### src/rtl/mc_ctrl_pkg.sv
// +------------------------------------------------------------------+
// | mc_ctrl_pkg : shared encodings for the multicycle MIPS controller |
// | Rev 1.0                                                           |
// +------------------------------------------------------------------+
`default_nettype none

package mc_ctrl_pkg;

  localparam logic [5:0] OP_RTYPE = 6'h00;
  localparam logic [5:0] OP_J     = 6'h02;
  localparam logic [5:0] OP_JAL   = 6'h03;
  localparam logic [5:0] OP_BEQ   = 6'h04;
  localparam logic [5:0] OP_ORI   = 6'h0D;
  localparam logic [5:0] OP_LUI   = 6'h0F;
  localparam logic [5:0] OP_LW    = 6'h23;
  localparam logic [5:0] OP_SW    = 6'h2B;

  localparam logic [5:0] FN_JR    = 6'h08;
  localparam logic [5:0] FN_ADDU  = 6'h21;
  localparam logic [5:0] FN_SUBU  = 6'h23;

  localparam logic [1:0] EXT_ZERO   = 2'd0;
  localparam logic [1:0] EXT_SIGNED = 2'd1;
  localparam logic [1:0] EXT_LUI    = 2'd2;

  localparam logic [2:0] ALU_ADD = 3'd0;
  localparam logic [2:0] ALU_SUB = 3'd1;
  localparam logic [2:0] ALU_OR  = 3'd2;
  localparam logic [2:0] ALU_LUI = 3'd3;

  localparam logic [1:0] NPC_PC4 = 2'd0;
  localparam logic [1:0] NPC_BR  = 2'd1;
  localparam logic [1:0] NPC_J   = 2'd2;
  localparam logic [1:0] NPC_JR  = 2'd3;

  localparam logic [1:0] DST_RT  = 2'd0;
  localparam logic [1:0] DST_RD  = 2'd1;
  localparam logic [1:0] DST_R31 = 2'd2;

  localparam logic [1:0] WD_ALU = 2'd0;
  localparam logic [1:0] WD_MEM = 2'd1;
  localparam logic [1:0] WD_PC4 = 2'd2;

  typedef enum logic [2:0] {
    S_IDLE   = 3'd0,
    S_FETCH  = 3'd1,
    S_DECODE = 3'd2,
    S_EXEC   = 3'd3,
    S_MEM    = 3'd4,
    S_WB     = 3'd5
  } state_t;

  // Instruction class, exactly one bit set for any opcode/funct pair
  typedef struct packed {
    logic addu;
    logic subu;
    logic jr;
    logic nop;
    logic ori;
    logic lui;
    logic lw;
    logic sw;
    logic beq;
    logic j;
    logic jal;
    logic ill;
  } cls_t;

endpackage

`default_nettype wire

### src/rtl/mc_ctrl_if.sv
// +------------------------------------------------------------------+
// | mc_ctrl_if : controller <-> datapath signal bundle                |
// | Rev 1.0                                                           |
// +------------------------------------------------------------------+
`default_nettype none

interface mc_ctrl_if;
  logic [5:0] opcode;
  logic [5:0] funct;
  logic       zero;
  logic       mem_ready;
  logic       pc_we;
  logic       ir_we;
  logic       reg_we;
  logic       mem_we;
  logic       instr_done;
  logic       illegal;
  logic [1:0] ext_op;
  logic [2:0] alu_op;
  logic       alu_src_b;
  logic [1:0] reg_dst;
  logic [1:0] wd_sel;
  logic [1:0] npc_sel;
  logic [2:0] state;

  modport master (
    input  opcode, funct, zero, mem_ready,
    output pc_we, ir_we, reg_we, mem_we, instr_done, illegal,
           ext_op, alu_op, alu_src_b, reg_dst, wd_sel, npc_sel, state
  );

  modport slave (
    output opcode, funct, zero, mem_ready,
    input  pc_we, ir_we, reg_we, mem_we, instr_done, illegal,
           ext_op, alu_op, alu_src_b, reg_dst, wd_sel, npc_sel, state
  );
endinterface

`default_nettype wire

### src/rtl/mc_decode.sv
// +------------------------------------------------------------------+
// | mc_decode : opcode/funct -> one-hot instruction class             |
// | Rev 1.0                                                           |
// +------------------------------------------------------------------+
`default_nettype none

module mc_decode
  import mc_ctrl_pkg::*;
(
  input  logic [5:0] opcode,
  input  logic [5:0] funct,
  output cls_t       cls
);

  always_comb begin
    cls = '0;
    case (opcode)
      OP_RTYPE: begin
        case (funct)
          FN_ADDU: cls.addu = 1'b1;
          FN_SUBU: cls.subu = 1'b1;
          FN_JR:   cls.jr   = 1'b1;
          default: cls.nop  = 1'b1;
        endcase
      end
      OP_J:    cls.j   = 1'b1;
      OP_JAL:  cls.jal = 1'b1;
      OP_BEQ:  cls.beq = 1'b1;
      OP_ORI:  cls.ori = 1'b1;
      OP_LUI:  cls.lui = 1'b1;
      OP_LW:   cls.lw  = 1'b1;
      OP_SW:   cls.sw  = 1'b1;
      default: cls.ill = 1'b1;
    endcase
  end

endmodule

`default_nettype wire

### src/rtl/mc_ctrl.sv
// +------------------------------------------------------------------+
// | mc_ctrl : multicycle MIPS control FSM; MC_MEM_WAIT_EN adds a      |
// |           mem_ready stall in MEM.                     Rev 1.0    |
// +------------------------------------------------------------------+
`default_nettype none

module mc_ctrl
  import mc_ctrl_pkg::*;
(
  input  logic        clk,
  input  logic        reset_n,
  mc_ctrl_if.master   bus
);

  state_t state_q;
  state_t state_d;
  cls_t   cls;

  mc_decode u_decode (
    .opcode (bus.opcode),
    .funct  (bus.funct),
    .cls    (cls)
  );

`ifndef MC_MEM_WAIT_EN
  logic unused_mem_ready;
  assign unused_mem_ready = bus.mem_ready;
`endif

  always_ff @(posedge clk or negedge reset_n) begin
    if (!reset_n) state_q <= S_IDLE;
    else          state_q <= state_d;
  end

  assign bus.state = state_q;

  // Operand controls depend only on the held opcode, so they stay stable for the whole instruction
  always_comb begin
    bus.ext_op    = EXT_SIGNED;
    bus.alu_src_b = 1'b0;
    bus.alu_op    = ALU_ADD;
    if (state_q inside {S_DECODE, S_EXEC, S_MEM, S_WB}) begin
      if (cls.ori)      bus.ext_op = EXT_ZERO;
      else if (cls.lui) bus.ext_op = EXT_LUI;
      bus.alu_src_b = cls.ori | cls.lui | cls.lw | cls.sw;
      if (cls.subu | cls.beq) bus.alu_op = ALU_SUB;
      else if (cls.ori)       bus.alu_op = ALU_OR;
      else if (cls.lui)       bus.alu_op = ALU_LUI;
    end
  end

  always_comb begin
    state_d        = S_IDLE;
    bus.pc_we      = 1'b0;
    bus.ir_we      = 1'b0;
    bus.reg_we     = 1'b0;
    bus.mem_we     = 1'b0;
    bus.instr_done = 1'b0;
    bus.illegal    = 1'b0;
    bus.npc_sel    = NPC_PC4;
    bus.reg_dst    = DST_RT;
    bus.wd_sel     = WD_ALU;
    case (state_q)
      S_IDLE: state_d = S_FETCH;
      S_FETCH: begin
        bus.ir_we = 1'b1;
        bus.pc_we = 1'b1;
        state_d   = S_DECODE;
      end
      S_DECODE: begin
        state_d = S_EXEC;
        if (cls.j | cls.jal) begin
          bus.pc_we      = 1'b1;
          bus.npc_sel    = NPC_J;
          bus.instr_done = 1'b1;
          state_d        = S_FETCH;
          if (cls.jal) begin
            bus.reg_we  = 1'b1;
            bus.reg_dst = DST_R31;
            bus.wd_sel  = WD_PC4;
          end
        end else if (cls.jr) begin
          bus.pc_we      = 1'b1;
          bus.npc_sel    = NPC_JR;
          bus.instr_done = 1'b1;
          state_d        = S_FETCH;
        end else if (cls.ill | cls.nop) begin
          bus.illegal    = cls.ill;
          bus.instr_done = 1'b1;
          state_d        = S_FETCH;
        end
      end
      S_EXEC: begin
        if (cls.beq) begin
          bus.pc_we      = bus.zero;
          bus.npc_sel    = NPC_BR;
          bus.instr_done = 1'b1;
          state_d        = S_FETCH;
        end else if (cls.lw | cls.sw) begin
          state_d = S_MEM;
        end else if (cls.addu | cls.subu | cls.ori | cls.lui) begin
          state_d = S_WB;
        end else begin
          state_d = S_FETCH;
        end
      end
      S_MEM: begin
`ifdef MC_MEM_WAIT_EN
        bus.mem_we = cls.sw;
        if (!bus.mem_ready) begin
          state_d = S_MEM;
        end else if (cls.sw) begin
          bus.instr_done = 1'b1;
          state_d        = S_FETCH;
        end else begin
          state_d = S_WB;
        end
`else
        if (cls.sw) begin
          bus.mem_we     = 1'b1;
          bus.instr_done = 1'b1;
          state_d        = S_FETCH;
        end else begin
          state_d = S_WB;
        end
`endif
      end
      S_WB: begin
        bus.reg_we     = 1'b1;
        bus.reg_dst    = (cls.addu | cls.subu) ? DST_RD : DST_RT;
        bus.wd_sel     = cls.lw ? WD_MEM : WD_ALU;
        bus.instr_done = 1'b1;
        state_d        = S_FETCH;
      end
      default: state_d = S_IDLE;
    endcase
  end

endmodule

`default_nettype wire

### src/flat_wrapper.sv
// flat-port wrapper written by rule: the top's interface ports become plain ports
module mc_ctrl_flat import mc_ctrl_pkg::*;
  (clk, reset_n, bus_opcode, bus_funct, bus_zero, bus_mem_ready, bus_pc_we, bus_ir_we, bus_reg_we, bus_mem_we, bus_instr_done, bus_illegal, bus_ext_op, bus_alu_op, bus_alu_src_b, bus_reg_dst, bus_wd_sel, bus_npc_sel, bus_state);
  mc_ctrl_if bus_i ();
  input  logic clk;
  input  logic reset_n;
  input wire logic [$bits(bus_i.opcode)-1:0] bus_opcode;
  input wire logic [$bits(bus_i.funct)-1:0] bus_funct;
  input wire logic [$bits(bus_i.zero)-1:0] bus_zero;
  input wire logic [$bits(bus_i.mem_ready)-1:0] bus_mem_ready;
  output wire logic [$bits(bus_i.pc_we)-1:0] bus_pc_we;
  output wire logic [$bits(bus_i.ir_we)-1:0] bus_ir_we;
  output wire logic [$bits(bus_i.reg_we)-1:0] bus_reg_we;
  output wire logic [$bits(bus_i.mem_we)-1:0] bus_mem_we;
  output wire logic [$bits(bus_i.instr_done)-1:0] bus_instr_done;
  output wire logic [$bits(bus_i.illegal)-1:0] bus_illegal;
  output wire logic [$bits(bus_i.ext_op)-1:0] bus_ext_op;
  output wire logic [$bits(bus_i.alu_op)-1:0] bus_alu_op;
  output wire logic [$bits(bus_i.alu_src_b)-1:0] bus_alu_src_b;
  output wire logic [$bits(bus_i.reg_dst)-1:0] bus_reg_dst;
  output wire logic [$bits(bus_i.wd_sel)-1:0] bus_wd_sel;
  output wire logic [$bits(bus_i.npc_sel)-1:0] bus_npc_sel;
  output wire logic [$bits(bus_i.state)-1:0] bus_state;
  assign bus_i.opcode = bus_opcode;
  assign bus_i.funct = bus_funct;
  assign bus_i.zero = bus_zero;
  assign bus_i.mem_ready = bus_mem_ready;
  assign bus_pc_we = bus_i.pc_we;
  assign bus_ir_we = bus_i.ir_we;
  assign bus_reg_we = bus_i.reg_we;
  assign bus_mem_we = bus_i.mem_we;
  assign bus_instr_done = bus_i.instr_done;
  assign bus_illegal = bus_i.illegal;
  assign bus_ext_op = bus_i.ext_op;
  assign bus_alu_op = bus_i.alu_op;
  assign bus_alu_src_b = bus_i.alu_src_b;
  assign bus_reg_dst = bus_i.reg_dst;
  assign bus_wd_sel = bus_i.wd_sel;
  assign bus_npc_sel = bus_i.npc_sel;
  assign bus_state = bus_i.state;
  mc_ctrl u_core (.clk(clk), .reset_n(reset_n), .bus(bus_i));
endmodule
### config.mk
export PLATFORM = sky130hd
export DESIGN_NAME = mc_ctrl_flat
export DESIGN_NICKNAME = d
export VERILOG_FILES = /design/src/rtl/mc_ctrl_pkg.sv /design/src/rtl/mc_ctrl_if.sv /design/src/rtl/mc_decode.sv /design/src/rtl/mc_ctrl.sv /design/src/flat_wrapper.sv
export SDC_FILE = /design/constraint.sdc
export NUM_CORES = 1
export LEC_CHECK = 0
export CELL_PAD_IN_SITES_DETAIL_PLACEMENT = 1
export CELL_PAD_IN_SITES_GLOBAL_PLACEMENT = 1
export CORE_MARGIN = 3
export CORE_UTILIZATION = 21
export DETAILED_ROUTE_END_ITERATION = 10
export PLACE_DENSITY_LB_ADDON = 0.1
export SYNTH_ARGS = -nofsm -noshare
export SYNTH_HDL_FRONTEND = slang
export SYNTH_HIERARCHICAL = 1
export SYNTH_SLANG_ARGS = --single-unit
### constraint.sdc
create_clock -name clk -period 2.2 [get_ports clk]
set_input_delay 0.22 -clock clk [delete_from_list [all_inputs] [get_ports clk]]
set_output_delay 0.22 -clock clk [all_outputs]
set_load 0.02 [all_outputs]
==> summary by stage, run 1 <==
Critical path
STA classifies the critical path startpoint as an input port. The cell seen most often among critical-path stages is buf_4. For this run, the slowest stage of the critical path takes 0.53 ns. The slowest stage of the critical path is the or4_4 cell. The startpoint of the worst register-to-register path is u_core/bus.state[1]. In this run the register-to-register setup slack is 0.65 ns.

The largest delay contributor family on the critical path is simple AND/OR/NAND/NOR gates. The data required time at the worst endpoint is 1.98 ns. The critical path goes through buf_6 > or4_4 > or4b_4 > nor2_4 > buf_4 > or3_4 > o31ai_4 > a31oi_1 > buf_4. The number of buffers and inverters on the critical path is 3. In this run the worst setup path begins at bus_opcode[4].

The worst endpoint data arrival time is 2.16 ns. The maximum net fanout on the critical path is 2. The type of the worst setup path is in -> out. STA classifies the critical path endpoint as an output port.

Timing
The worst path in the final design needs a cycle of 2.383 ns, including I/O delays and setup. The share of the cycle needed by the critical path after routing is 1.083. Setup repair after global routing could not meet its margin everywhere.

Based on the critical path, the design can be clocked at up to 419.7 MHz. The count of endpoints failing hold in the final timing report is 0. The worst setup slack after layout is -0.1828 ns. The final max-slew violation count is 0.

Between clock sinks in the finished design, the worst skew comes to 0.0008535 ns. The final setup violation count is 7.

Finish
At the end of the flow, the number of nets in the layout was roughly 180. The antenna diode instance count is 0. The utilization after layout is 0.5239.

The area growth from synthesis to layout is 126.5%. The finished cells cover about 1400 µm². The number of filler instances in the final layout is 324.

Of the cells placed in the final design, the portion with a size suffix greater than 1 is 0.4968. The number of flip-flops in the largest register is 3. The finished layout holds 187 standard cells, fillers aside.

Synthesis
For this run, the register share of the synthesized area comes to 0.1242. For this run, the leading register cell type out of synthesis is dfrtp_1. The cell area after technology mapping is just over 600 µm².

The total number of yosys warnings is 6. The register bit count reported by yosys is 3. Synthesis produced a netlist with a net count of 105. The post-synthesis cell type count is 38. The number of flops mapped to enable cells by yosys is 0. For this run, asynchronously set or reset flops after synthesis account for 1.000.

The number of instances in the synthesized netlist is 87. The post-synthesis area per instance is 6.946 µm².

Outcome
The final reports fail on negative setup slack. The flow ran to the end, but the final reports show violations.

Power
The fraction of power spent switching nets is 0.3692. The share of power burned in registers is 0.182. The areal power density over the cells is 272.4 nW/µm². The share of total power dissipated in combinational logic is 0.565. Of the total power, the clock network draws 0.253. IR analysis of the VDD net gives a maximum drop of 301.4 µV. Cell internal power was estimated by the tool at about 0.00024 W. The net switching power of the design is 0.0001377 W.

In this run the static leakage power is approximately 0.6 nW.

Clock tree
The root buffer cell is clkbuf_4. The worst-case clock buffer depth is 2. TritonCTS created 3 clock buffers.

For this design, the sink count on the clock tree is 3. The clock-pin slew on the worst setup and hold paths is around 0.04 ns. The hold buffer count at CTS is 0. The maximum level of the CTS H-tree is 1. The clock tree from TritonCTS is yes. The clock latency on the worst-skew pair is about 0.23 ns.

Place
The post-DP HPWL is around 2100 µm. The number of buffers added on ports is 34. In this run, placement finished with an instance count of between 150 and 200. The setup slack after placement is -1.069 ns. The post-place instance area is about 1200 µm². The congestion estimate from routability-driven global placement came to 0.8625.

GRT
Global routing finished with a remaining overflow of 0. Entering global routing, the biggest net connects 12 pins. The via count of the first global-routing pass is between 900 and 1000. For this run, the total global-route usage over all layers was measured as 0.1583. The wire length of the first global-routing pass is roughly 4400 µm. The number of antenna violations at the first check in global routing came to 0.

Route
The count of nets left with antenna violations once routing finished came out at 0. Using the TritonRoute via totals, the vias-per-cell ratio works out to ~5. The number of iterations in the first detailed-routing pass is 3. After detailed routing, the wire length on met1 is 1218 µm. The number of vias in the routed layout is roughly 930. In this run, the number of DRC markers left after iteration 0 of detailed routing was 13. The uppermost metal layer occupied by signal nets is met3. After detailed routing, the average wire length per cell comes to between 10 and 15 µm. Summed over all nets, wire length on met3 after detailed routing comes to 137 µm. The routed wire length on met2 is 1401 µm. The routed wire length is between 2000 and 3000 µm. After detailed routing, the number of remaining DRC violations is 0.

Job
Across the run, the number of max-cap violations was 0.

Floorplanning
For this design the top-level I/O count stands at 37. The starting utilization of the core area is 0.2313. The floorplan step set the die width to 59.65 µm. The die covers 3558 µm².

In this run the vertical extent of the chip is 59.65 µm. The core box area is 2613 µm². After floorplanning, the core was divided into 18 placement rows.

Min path
The classification of the worst-slack hold path is in -> async.
final timing paths:
| check | to | cells after the start |
|---|---|---|
| worst max-delay path | bus_instr_done | 9 |
| worst min-delay path | u_core/bus.state[1] | 1 |
| worst max register to register | u_core/bus.state[2] | 4 |
| worst min register to register | u_core/bus.state[1] | 2 |
| max in group asynchronous | u_core/bus.state[0] | 1 |
| min in group clk | u_core/bus.state[1] | 2 |
what timing repair did:
item                       in CTS  in global routing
buffers inserted                2                  2
pin swaps                       7                  7
hold endpoints to repair        0                  0
setup endpoints to repair      17                 14
gates resized for setup        84                 17
metal layers:
| layer | vias to the layer above | global-route usage |
|---|---|---|
| met1 | 442 | 0.2081 |
| met5 | - | 0 |
| met4 | 0 | 0.01899 |
| li1 | 465 | - |
| met3 | 0 | 0.02832 |
| met2 | 22 | 0.2747 |
kinds of logic after synthesis:
family	after synthesis	share of synthesized area
simple gates	57	0.5590
compound gates	15	0.1739
buf+inv	9	0.09521
flops	3	0.1242
fa+ha+maj	2	0.04140
other cells	1	0.006205
worst register-to-register path, cell delays in order (launching register included):
cell	delay, ns
dfrtp_1	0.41
buf_4	0.19
ha_1	0.25
or4_1	0.40
o22ai_1	0.20
power by group through the flow:
stage                     logic (W)  clock network [W]  registers, W
after floorplan           0.0000909                  0     0.0000724
after global placement     0.000194                  0     0.0000684
after detailed placement   0.000198                  0     0.0000687
after CTS                  0.000202           0.000100     0.0000679
after global routing       0.000227           0.000105     0.0000690
final                      0.000211          0.0000944     0.0000677
area by class of cell:
type	instances	area (µm²)	area share
repair buffers	71	601.8	0.4397
inverters	4	15.01	0.01097
well taps	30	37.54	0.02742
clock buffers	4	26.28	0.01920
flip-flops and latches	3	75.07	0.05484
multi-input cells	75	613.1	0.4479
synthesized netlist by cell type (2+ instances only):
| master | count | area (µm²) |
|---|---|---|
| ha_1 | 2 | 25.02 |
| buf_6 | 2 | 22.52 |
| o21bai_1 | 3 | 22.52 |
| nor2_1 | 11 | 41.29 |
| inv_1 | 4 | 15.01 |
| nor2b_1 | 3 | 18.77 |
| or4b_2 | 2 | 20.02 |
| nand2_1 | 8 | 30.03 |
| nor4b_1 | 3 | 26.28 |
| or4_1 | 2 | 15.01 |
| a31oi_1 | 2 | 12.51 |
| nand3_1 | 2 | 10.01 |
| o21ai_0 | 2 | 10.01 |
| nor4_1 | 2 | 12.51 |
| nor3_1 | 7 | 35.03 |
| nor3b_1 | 4 | 30.03 |
| buf_4 | 2 | 15.01 |
| dfrtp_1 | 3 | 75.07 |
| nand4_1 | 2 | 12.51 |
| and3_1 | 3 | 18.77 |
layout by cell type, fill, tap and decap left out, types with 3 or more instances in the layout:
master,instances
nor3_1,4
nand2_1,7
inv_1,4
nor2_2,3
clkdlybuf4s50_1,13
dfrtp_1,3
nor3b_1,3
nor2_1,7
buf_6,10
buf_4,37
dlygate4sd2_1,7
clkbuf_4,3
metrics by stage:
step,TNS [ns],hold slack [ns],total power [W]
after CTS,-1.399,0.1584,0.0003705
after global routing,-1.154,0.1715,0.0004019
after global placement,-10.03,0.4063,0.0002628
final,-0.7213,0.1689,0.0003729
after floorplan,-0.08940,-0.07559,0.0001633
after detailed placement,-10.68,0.4088,0.0002667
(Power assumes the default switching activity.)
==> inputs of run 2 (changes only) <==
TNS_END_PERCENT = 10   (was default)
==> run 2 against run 1 <==
Against the previous run: the flow still finishes with violations (negative setup slack); clock power increased by 15%; non-clock buffer count decreased by 3; combinational power hardly changed; setup slack better by 0.014 ns; utilization fell by 1.9 points; critical path depth unchanged; hold slack lost 0.021 ns; sequential share of layout area is 0.20 points higher; total power rose by 4.7%; critical path type unchanged.
==> summary by stage, run 2 (synthesis results as in run 1) <==
Outcome
The flow ran to the end, but the final reports show violations. The final reports fail on negative setup slack.

Clock tree
The clock drives 3 sinks. The clock latency on the worst-skew pair is 0.25 ns. The maximum level of the CTS H-tree is 1. TritonCTS built the clock tree. Clock-pin slew was measured on the worst setup and hold paths at 0.05 ns. In this run, CTS created clock tree buffers numbering 3.

The number of hold buffers added after CTS was 0. Post-CTS timing repair inserted 0 buffers for setup. The worst-case clock buffer depth is 2. The root buffer cell chosen for the clock tree is clkbuf_4.

GRT
The number of antenna violations at the first check in global routing is 0. The via count of the first global-routing pass is 964. In the global route stage, overall resource usage came out at 0.1672.

The maximum number of pins on one net before global-route repair is 12. The leftover overflow at the end of global routing is 0. The wire length of the first global-routing pass is 4588 µm.

Power
Of the total power, registers draw 0.173. The fraction of power spent switching nets is 0.3914. The net switching power of the design is around 0.00015 W.

The internal power of the cells totals approximately 0.00024 W. The areal power density over the cells is 295.9 nW/µm². For this design the static power due to leakage is 0.5941 nW. The clock network fraction of total power is 0.279. The share of total power dissipated in combinational logic is 0.549. The peak supply drop is 204.7 µV.

Place
Input and output buffers added on the ports amount to 34. Detailed placement finished with a half-perimeter wire length of 2115 µm. The placer's final routability congestion estimate is approximately 0.88.

Floorplanning
The floorplan die width is 59.65 µm. The starting utilization of the core area is 0.2313. The die is ~60 µm tall. The floorplan die area is 3558 µm². The floorplan has 18 rows. The number of I/O pins is 37. The total area inside the core boundary comes to 2613 µm².

Timing
Setup repair after global routing could not meet its margin everywhere. Of the available clock period, the critical path in the final layout requires 1.077. The post-layout minimum cycle time is 2.369 ns.

Across all setup checks in the final design, the least slack found is -0.1686 ns. Hold is met by approximately 0.15 ns. Timing would allow up to 422.2 MHz. The count of endpoints failing hold in the final timing report is 0. The final max-slew violation count was 0.

The final setup violation count is 7. The clock tree skew after final layout is 0.006747 ns.

Finish
Of the cells placed in the final design, the portion with a size suffix greater than 1 is 0.4740. For this run, the post-layout net count is roughly 170. The register with the most flip-flops in the layout has 3 of them. The flip-flop and latch area is 75.07 µm².

The area taken by multi-input logic gates is roughly 600 µm². In the layout the commonest cells are buf_4 (37), clkdlybuf4s50_1 (13), nor2_1 (10). From synthesis to final layout, the design area changed by 118.4%. Leaving out fill and tap cells, the most frequent cell in the layout is buf_4. The layout has approximately 340 filler cells.

At the end of the flow the core is filled with cells to 0.5053. The antenna diode instance count is 0.

Job
The tool flagged a number of max-cap violations equal to 0.

Critical path
STA classifies the critical path startpoint as an input port. The maximum net fanout on the critical path is 2. The worst endpoint data arrival time is 2.15 ns. The critical path is of the in -> out type. STA classifies the critical path endpoint as an output port. For the worst setup path, the data required time is 1.98 ns.

Route
The number of nets with antenna violations after detailed routing is 0. Using the TritonRoute via totals, the vias-per-cell ratio works out to 5.000. After detailed routing, the average wire length per cell comes to ~15 µm. The final layout contains routed wiring with a total length of 2745 µm.

In this run, the number of DRC markers left after iteration 0 of detailed routing was 18. The number of vias in the routed layout is between 900 and 1000. The first TritonRoute pass finished after 4 iterations. After detailed routing, the number of remaining DRC violations is 0.

Min path
The classification of the worst-slack hold path is in -> async.
[run 2: cell count changes in the layout (fill, tap and decap cells not counted), sizes merged]
cell / previous run / this run
buf: 49 / 48
clkbuf: 6 / 5
dlygate4sd2: 7 / 6
[run 2: layer usage]
| layer | vias up | global-route usage | wire length (µm) |
|---|---|---|---|
| li1 | 463 | - | - |
| met1 | 434 | 0.2172 | 1246 |
| met2 | 21 | 0.2978 | 1385 |
| met3 | 2 | 0.01089 | 90 |
| met4 | 0 | 0.03797 | 22 |
| met5 | - | 0 | 0 |
[run 2: final timing paths]
kind / slack (ns) / depth (start not counted) / to / start
max in group asynchronous: 1.91 / 1 / u_core/bus.state[1] / reset_n
setup / recovery: -0.17 / 9 / bus_instr_done / bus_opcode[4]
min in group clk: 0.70 / 2 / u_core/bus.state[1] / u_core/bus.state[2]
hold reg to reg: 0.70 / 2 / u_core/bus.state[1] / u_core/bus.state[2]
setup reg to reg: 0.69 / 4 / u_core/bus.state[2] / u_core/bus.state[1]
hold / removal: 0.15 / 1 / u_core/bus.state[0] / reset_n
[run 2: power by group through the flow]
stage	logic, W	registers, W	clock network [W]
after CTS	0.000207	0.0000677	0.000112
final	0.000214	0.0000674	0.000109
after global routing	0.000234	0.0000686	0.000114
after global placement	0.000196	0.0000684	0
after detailed placement	0.000199	0.0000686	0
after floorplan	0.0000902	0.0000724	0
[run 2: through the flow]
stage | total power, W | TNS, ns | area (µm²) | worst slack, ns | instances
after floorplan | 0.0001626 | -0.1633 | 645.6 | -0.08940 | 87
after global placement | 0.0002646 | -10.66 | 1236 | -1.020 | 180
after detailed placement | 0.0002680 | -11.37 | 1236 | -1.046 | 180
after CTS | 0.0003867 | -1.380 | 1280 | -0.2467 | 184
after global routing | 0.0004163 | -1.492 | 1320 | -0.2587 | 184
final | 0.0003906 | -0.6759 | 1320 | -0.1686 | 184
[run 2: final cells by class]
cell class / instances / share of cell area
Tap cell: 30 / 0.02844
Multi-Input combinational cell: 75 / 0.4607
Clock buffer: 4 / 0.01991
Sequential cell: 3 / 0.05687
Inverter: 4 / 0.01137
Timing Repair Buffer: 68 / 0.4227
[run 2: timing repair]
item                                    CTS  global route
pin swaps                                 6             4
endpoints found under the setup margin   17            12
resized for setup                        80            16
[run 2: critical path, stage by stage]
cell and delay [ns]:
buf_6 0.09, or4_4 0.53, or4b_4 0.52, nor2_4 0.10, buf_4 0.12, or3_4 0.12
o31ai_2 0.06, a31oi_1 0.20, buf_2 0.19
==> inputs of run 3 (changes only) <==
CAP_MARGIN = 15   (was default)
==> results of run 3 <==
Same layout as run 2: the final DEF is identical, and so are final timing and power.
